**config.mk**
```make
export PLATFORM = sky130hd
export DESIGN_NAME = rot_edn_stub
export DESIGN_NICKNAME = d
export VERILOG_FILES = /design/src/rtl/rot_edn_stub_pkg.sv /design/src/rtl/rot_edn_lfsr.sv /design/src/rtl/rot_edn_stub.sv
export SDC_FILE = /design/constraint.sdc
export NUM_CORES = 1
export LEC_CHECK = 0
export ABC_AREA = 1
export BUFFER_PORTS_ARGS = -buffer_cell sky130_fd_sc_hd__buf_2
export CAP_MARGIN = 20
export CELL_PAD_IN_SITES_DETAIL_PLACEMENT = 1
export CELL_PAD_IN_SITES_GLOBAL_PLACEMENT = 2
export CORE_AREA = 2 2 121 123
export DETAILED_ROUTE_END_ITERATION = 7
export DIE_AREA = 0 0 123 125
export PLACE_DENSITY = 0.93
export SLEW_MARGIN = 0
export SYNTH_ARGS = -nofsm -noshare
export SYNTH_HDL_FRONTEND = slang
export SYNTH_HIERARCHICAL = 1
export SYNTH_SLANG_ARGS = --single-unit
```
**constraint.sdc**
```tcl
create_clock -name clk_i -period 3.7 [get_ports clk_i]
set_clock_uncertainty 0.05 [all_clocks]
set_input_delay 0.185 -clock clk_i [delete_from_list [all_inputs] [get_ports clk_i]]
set_output_delay 0.185 -clock clk_i [all_outputs]
set_load 0.005 [all_outputs]
```
**src/rtl/rot_edn_stub_pkg.sv**
```systemverilog
// Shared types and constants for the EDN entropy responder stub.
package rot_edn_stub_pkg;

    // Responder state machine encoding.
    typedef enum logic [1:0] {
        StIdle = 2'd0,
        StWait = 2'd1,
        StAck  = 2'd2
    } edn_stub_state_e;

    // Feedback taps of the 32-bit Fibonacci LFSR: bits 31, 21, 1 and 0.
    localparam logic [31:0] LfsrTapMask = 32'h8020_0003;

    // Seed used at reset and whenever a zero seed is requested.
    localparam logic [31:0] LfsrDefaultSeed = 32'hACE1_2468;

    // One left-shift step of the LFSR; feedback is the XOR of the tapped bits.
    function automatic logic [31:0] lfsr_step(input logic [31:0] s);
        return {s[30:0], ^(s & LfsrTapMask)};
    endfunction

endpackage

```
**src/rtl/rot_edn_lfsr.sv**
```systemverilog
// 32-bit Fibonacci LFSR with advance strobe and zero-guarded seed load.
module rot_edn_lfsr
    import rot_edn_stub_pkg::*;
#(
    parameter logic [31:0] Seed = LfsrDefaultSeed
) (
    input  logic        clk_i,
    input  logic        rst_ni,
    input  logic        load_i,
    input  logic [31:0] seed_i,
    input  logic        advance_i,
    output logic [31:0] state_o
);

    logic [31:0] lfsr_q;
    logic [31:0] lfsr_d;

    // Next state: a load wins over an advance; a zero seed would lock up, so it maps to Seed.
    always_comb begin
        lfsr_d = lfsr_q;
        if (load_i) begin
            lfsr_d = (seed_i == 32'h0000_0000) ? Seed : seed_i;
        end else if (advance_i) begin
            lfsr_d = lfsr_step(lfsr_q);
        end else begin
            lfsr_d = lfsr_q;
        end
    end

    // LFSR state register with synchronous reset to the seed.
    always_ff @(posedge clk_i) begin
        if (!rst_ni) begin
            lfsr_q <= Seed;
        end else begin
            lfsr_q <= lfsr_d;
        end
    end

    assign state_o = lfsr_q;

endmodule

```
**src/rtl/rot_edn_stub.sv**
```systemverilog
// EDN responder: answers each request with a one-cycle ack carrying an LFSR word
// after a programmable latency. All outputs come straight from registers.
module rot_edn_stub
    import rot_edn_stub_pkg::*;
#(
    parameter logic [31:0] LfsrSeed   = LfsrDefaultSeed,
    parameter int unsigned AckLatency = 32'd4,
    parameter logic        FipsFlag   = 1'b0
) (
    input  logic        clk_i,
    input  logic        rst_ni,
    input  logic        enable_i,
    input  logic        edn_req_i,
    input  logic        seed_load_i,
    input  logic [31:0] seed_i,
    output logic        edn_ack_o,
    output logic        edn_fips_o,
    output logic [31:0] edn_bus_o,
    output logic [15:0] word_cnt_o,
    output logic        busy_o
);

    // Counter preload; the Wait state leaves for Ack when the counter is at 1,
    // which puts the ack AckLatency cycles after acceptance.
    localparam logic [7:0] LatLoad = 8'(AckLatency - 32'd1);

    edn_stub_state_e state_q, state_d;
    logic [7:0]      lat_cnt_q, lat_cnt_d;
    logic            ack_q, ack_d;
    logic            fips_q, fips_d;
    logic [31:0]     bus_q, bus_d;
    logic [15:0]     word_cnt_q, word_cnt_d;
    logic            busy_q, busy_d;
    logic            lfsr_load_s;
    logic            lfsr_adv_s;
    logic [31:0]     lfsr_state_s;

    rot_edn_lfsr #(
        .Seed (LfsrSeed)
    ) u_lfsr (
        .clk_i     (clk_i),
        .rst_ni    (rst_ni),
        .load_i    (lfsr_load_s),
        .seed_i    (seed_i),
        .advance_i (lfsr_adv_s),
        .state_o   (lfsr_state_s)
    );

    // Next-state logic: acceptance, latency countdown, abort and word delivery.
    always_comb begin
        state_d     = state_q;
        lat_cnt_d   = lat_cnt_q;
        lfsr_load_s = 1'b0;
        lfsr_adv_s  = 1'b0;
        case (state_q)
            StIdle: begin
                lfsr_load_s = seed_load_i;
                if (enable_i && edn_req_i) begin
                    if (AckLatency == 32'd1) begin
                        state_d    = StAck;
                        lfsr_adv_s = 1'b1;
                    end else begin
                        state_d   = StWait;
                        lat_cnt_d = LatLoad;
                    end
                end else begin
                    state_d = StIdle;
                end
            end
            StWait: begin
                if (!(enable_i && edn_req_i)) begin
                    state_d   = StIdle;
                    lat_cnt_d = 8'd0;
                end else if (lat_cnt_q == 8'd1) begin
                    state_d    = StAck;
                    lat_cnt_d  = 8'd0;
                    lfsr_adv_s = 1'b1;
                end else begin
                    lat_cnt_d = lat_cnt_q - 8'd1;
                end
            end
            StAck: begin
                state_d = StIdle;
            end
            default: begin
                state_d   = StIdle;
                lat_cnt_d = 8'd0;
            end
        endcase
    end

    // Output next values: the word is captured on the edge entering Ack, as the LFSR advances.
    always_comb begin
        ack_d      = (state_d == StAck);
        fips_d     = (state_d == StAck) ? FipsFlag : 1'b0;
        busy_d     = (state_d != StIdle);
        bus_d      = bus_q;
        word_cnt_d = word_cnt_q;
        if (lfsr_adv_s) begin
            bus_d = lfsr_state_s;
            if (word_cnt_q != 16'hFFFF) begin
                word_cnt_d = word_cnt_q + 16'd1;
            end else begin
                word_cnt_d = word_cnt_q;
            end
        end else begin
            bus_d = bus_q;
        end
    end

    // State, counter and output registers with synchronous active-low reset.
    always_ff @(posedge clk_i) begin
        if (!rst_ni) begin
            state_q    <= StIdle;
            lat_cnt_q  <= 8'd0;
            ack_q      <= 1'b0;
            fips_q     <= 1'b0;
            bus_q      <= 32'h0000_0000;
            word_cnt_q <= 16'd0;
            busy_q     <= 1'b0;
        end else begin
            state_q    <= state_d;
            lat_cnt_q  <= lat_cnt_d;
            ack_q      <= ack_d;
            fips_q     <= fips_d;
            bus_q      <= bus_d;
            word_cnt_q <= word_cnt_d;
            busy_q     <= busy_d;
        end
    end

    assign edn_ack_o  = ack_q;
    assign edn_fips_o = fips_q;
    assign edn_bus_o  = bus_q;
    assign word_cnt_o = word_cnt_q;
    assign busy_o     = busy_q;

endmodule

```
==> out/qor.log <==
[run_status] result of the run finished clean
[detailed_routing] total wirelength of the detailed-routed design 13100 um
[pwr] worst supply voltage drop on vdd 0.000229 V
[cells_and_area] share of post-route cells with drive strength above 1 18.5%
[synthesis] FF+latch count, synth 92
[place] final estimated routing congestion in global placement 0.848
[clock_network] Clock H-tree levels 3
[sta] final count of pins violating max slew 0
[cells_and_area] synth-to-layout area growth 17.6%
[grt] final global-route overflow total 0
[synthesis] arithmetic-cell share of the synthesized area counting full adders, half adders and majority gates 0.845%
[sta] worst-margin pin slew 0.922 ns
[synthesis] fraction of the mapped netlist area in simple logic gates 30.8%
[cells_and_area] Nets 760
[synthesis] fraction of synthesized area in multiplexers 0%
[sta] Highest Clock Rate 457 MHz
[worst_setup_path] critical path class reg -> reg
[place] Detail Placement HPWL 9340 um
[floorplanning] Initial Util 31.3%
[synthesis] number of synthesis warnings 6
[sta] final worst path period need 2.19 ns
[synthesis] number of distinct standard cells referenced by the synthesized netlist 30
[cells_and_area] Post-Layout Cell Count 909
[min_path] min-delay worst type in -> reg
[grt] global routing usage summed across all routing layers 17.8%
[floorplanning] Core Region 14200 sq um
[place] Placed Cells incl. Taps 893
[clock_network] CTS Buf Count 9
[synthesis] summed instance area of the synthesized netlist 4440 sq um
[clock_network] setup bufs post-CTS 0
[detailed_routing] remaining design rule violation count 0
[worst_setup_path] top fanout value on the critical path 33
[worst_setup_path] cell depth of the worst setup path 5
[floorplanning] vertical die dimension 125 um
[synthesis] Avg Inst Size Synth 6.81 sq um
[cells_and_area] fill count 1868
[worst_setup_path] Worst path max stage delay 0.72 ns
[pwr] overall power after layout 2220 uW
[pwr] power per unit of standard cell area 425 nW/um^2
[synthesis] share of synthesized flip-flops with an asynchronous set or reset 0%
[cells_and_area] antenna diode instance count 0
[detailed_routing] detailed router's first-iteration violation count 169
[synthesis] Synth top cells by count nor2_1 (155), nand2_1 (134), dfxtp_1 (92)
[clock_network] root buffer cell clkbuf_16
[sta] Final period util 59.1%
[worst_setup_path] cell family with the largest share of critical-path delay buffers and inverters
[pwr] leakage power 0.00226 uW
[grt] pin count of the biggest net entering global routing 49
[synthesis] fraction of the mapped netlist area in compound gates 15.9%
[floorplanning] Die Width 123 um
[worst_setup_path] CP cell instances nor3b_2, buf_4, inv_1, o21ai_0, a221oi_1
[grt] vias in the first global route 4560
[synthesis] cells after synthesis 652
[detailed_routing] Vias 4421
[detailed_routing] antenna-violating nets left 0
[clock_network] Clk Latency, worst-skew pair 0.35 ns
[sta] final-report setup violation count 0
[detailed_routing] number of search-and-repair iterations in the first detailed-routing pass 4
[worst_setup_path] kind of capture point of the worst setup path flip-flop
[synthesis] xor and xnor fraction of the mapped netlist area 2.56%
[clock_network] CTS tree yes
[clock_network] number of sinks handled by clock tree synthesis 92
[sta] total count of hold-check failures in the final report 0
[sta] RSZ-0062 raised after global routing no
[synthesis] cell with the most instances after synthesis nor2_1
[worst_setup_path] Reg2Reg Depth 5
[grt] first-pass GRT wire length 21900 um
[cells_and_area] Layout Utilization 36.8%
[synthesis] largest area contributor in the synthesized netlist dfxtp_1
[synthesis] prevailing post-synth register cell dfxtp_1
[clock_network] clock transition at the register clock pins on the worst setup and hold paths after CTS 0.07 ns
[worst_setup_path] highest-delay cell along the critical path inv_1
[clock_network] CTS Hold Bufs 0
[synthesis] sequential-to-total area share from yosys stat 41.5%
[place] Port Buffer Count 86
[worst_setup_path] worst path arrival time 2.39 ns
[synthesis] Post-synth EDFFs 0
[run] max-cap viol count 0
[synthesis] dominant combinational cell family by area after synthesis simple AND/OR/NAND/NOR gates
[clock_network] post-cts gate resize count 0
[worst_setup_path] data required time of the critical path 3.90 ns
[floorplanning] full die area 15400 sq um
[synthesis] post-synthesis net count 692
[cells_and_area] area of all placed cells without fillers 5220 sq um
[synthesis] cells taking the most area after synthesis dfxtp_1 (41%), nor2_1 (13%), nand2_1 (11%)
[min_path] Hold Path Depth 3
[worst_setup_path] buffering stage count on the worst path with inverters included 2
[synthesis] Synth top area share 41.5%
[floorplanning] top-level port count 88
[sta] total negative setup slack 0 ns
[worst_setup_path] crit start category flip-flop
[detailed_routing] Via density 4.86
[clock_network] maximum root-to-sink buffer count 2
[detailed_routing] routed wirelength normalized by instance count 14.4 um
[floorplanning] num rows 44
[sta] Slew headroom 38.4%
[place] post-place instance area 4910 sq um
[grt] antenna violations before repair 0
## registers in the layout, indices dropped and copies added, names as in the netlist
| register | flops |
|---|---|
| u_lfsr/state_o | 32 |
| edn_ack_o | 1 |
| word_cnt_o | 16 |
| lat_cnt_q | 8 |
| busy_o | 1 |
| state_q | 2 |
| edn_bus_o | 32 |
## layout make-up
| cell class | instances | area, sq um | area share, % |
|---|---|---|---|
| Clock buffer | 10 | 239 | 4.58 |
| Clock inverter | 6 | 71.3 | 1.37 |
| Tap cell | 184 | 230 | 4.41 |
| Timing Repair Buffer | 88 | 445 | 8.53 |
| Inverter | 42 | 158 | 3.02 |
| Multi-Input combinational cell | 487 | 2240 | 42.8 |
| Sequential cell | 92 | 1840 | 35.3 |
## through the flow
stage,hold WS [ns],setup WS [ns]
6_report,0.0354,1.51
5_1_grt,0.0429,1.32
4_1_cts,0.0224,1.54
3_5_place_dp,0.401,1.56
3_3_place_gp,0.397,1.64
2_1_floorplan,0.269,1.97
## cell usage in the layout (no fill, tap or decap), types with 3 or more instances in the layout
master	Yosys	layout
nand2_1	134	134
clkbuf_16	0	9
o21ai_1	14	14
inv_2	10	10
nor2_4	3	3
nor2_2	7	7
nand4_1	6	6
ha_1	3	3
nor2_1	155	155
buf_2	9	86
xnor2_1	4	4
inv_1	32	32
a21oi_1	50	50
nand2_2	6	6
nand3_1	15	15
dfxtp_1	92	92
o21ai_0	70	70
xor2_1	9	9
## power by group
part | total [uW] | internal [uW] | switching (uW) | leakage [uW]
clock network | 972 | 548 | 424 | 0.000146
logic | 195 | 69.8 | 125 | 0.00137
registers | 1050 | 1020 | 28.1 | 0.000750
total | 2220 | 1640 | 577 | 0.00226
## worst min-delay path, stage by stage
cell and delay (ns):
buf_2 0.11, nand2_1 0.05, a21oi_1 0.05
## metal layers
layer	vias up	global-route usage, %	wire length, um
li1	2224	-	-
met3	17	2.60	574
met1	2087	23.2	6120
met4	0	5.95	217
met5	-	0	0
met2	93	29.9	6150
## cells by family (layout without fill, tap and decap cells)
family,after synthesis,count (layout)
other cells,1,1
fa+ha+maj,3,3
xor+xnor,13,13
simple gates,332,332
compound gates,138,138
buf+inv,73,146
flops,92,92
## worst paths after layout
path                              startpoint                              end  slack (ns)
max                    state_q[0]$_SDFF_PN0_  u_lfsr/state_o[30]$_SDFFE_PN0P_        1.51
min                               seed_i[17]  u_lfsr/state_o[17]$_SDFFE_PN0P_        0.04
max reg2reg            state_q[0]$_SDFF_PN0_  u_lfsr/state_o[30]$_SDFFE_PN0P_        1.51
min reg2reg  u_lfsr/state_o[25]$_SDFFE_PN0P_       edn_bus_o[25]$_SDFFE_PN0P_        0.44
Power figures use the tool's default switching activity.
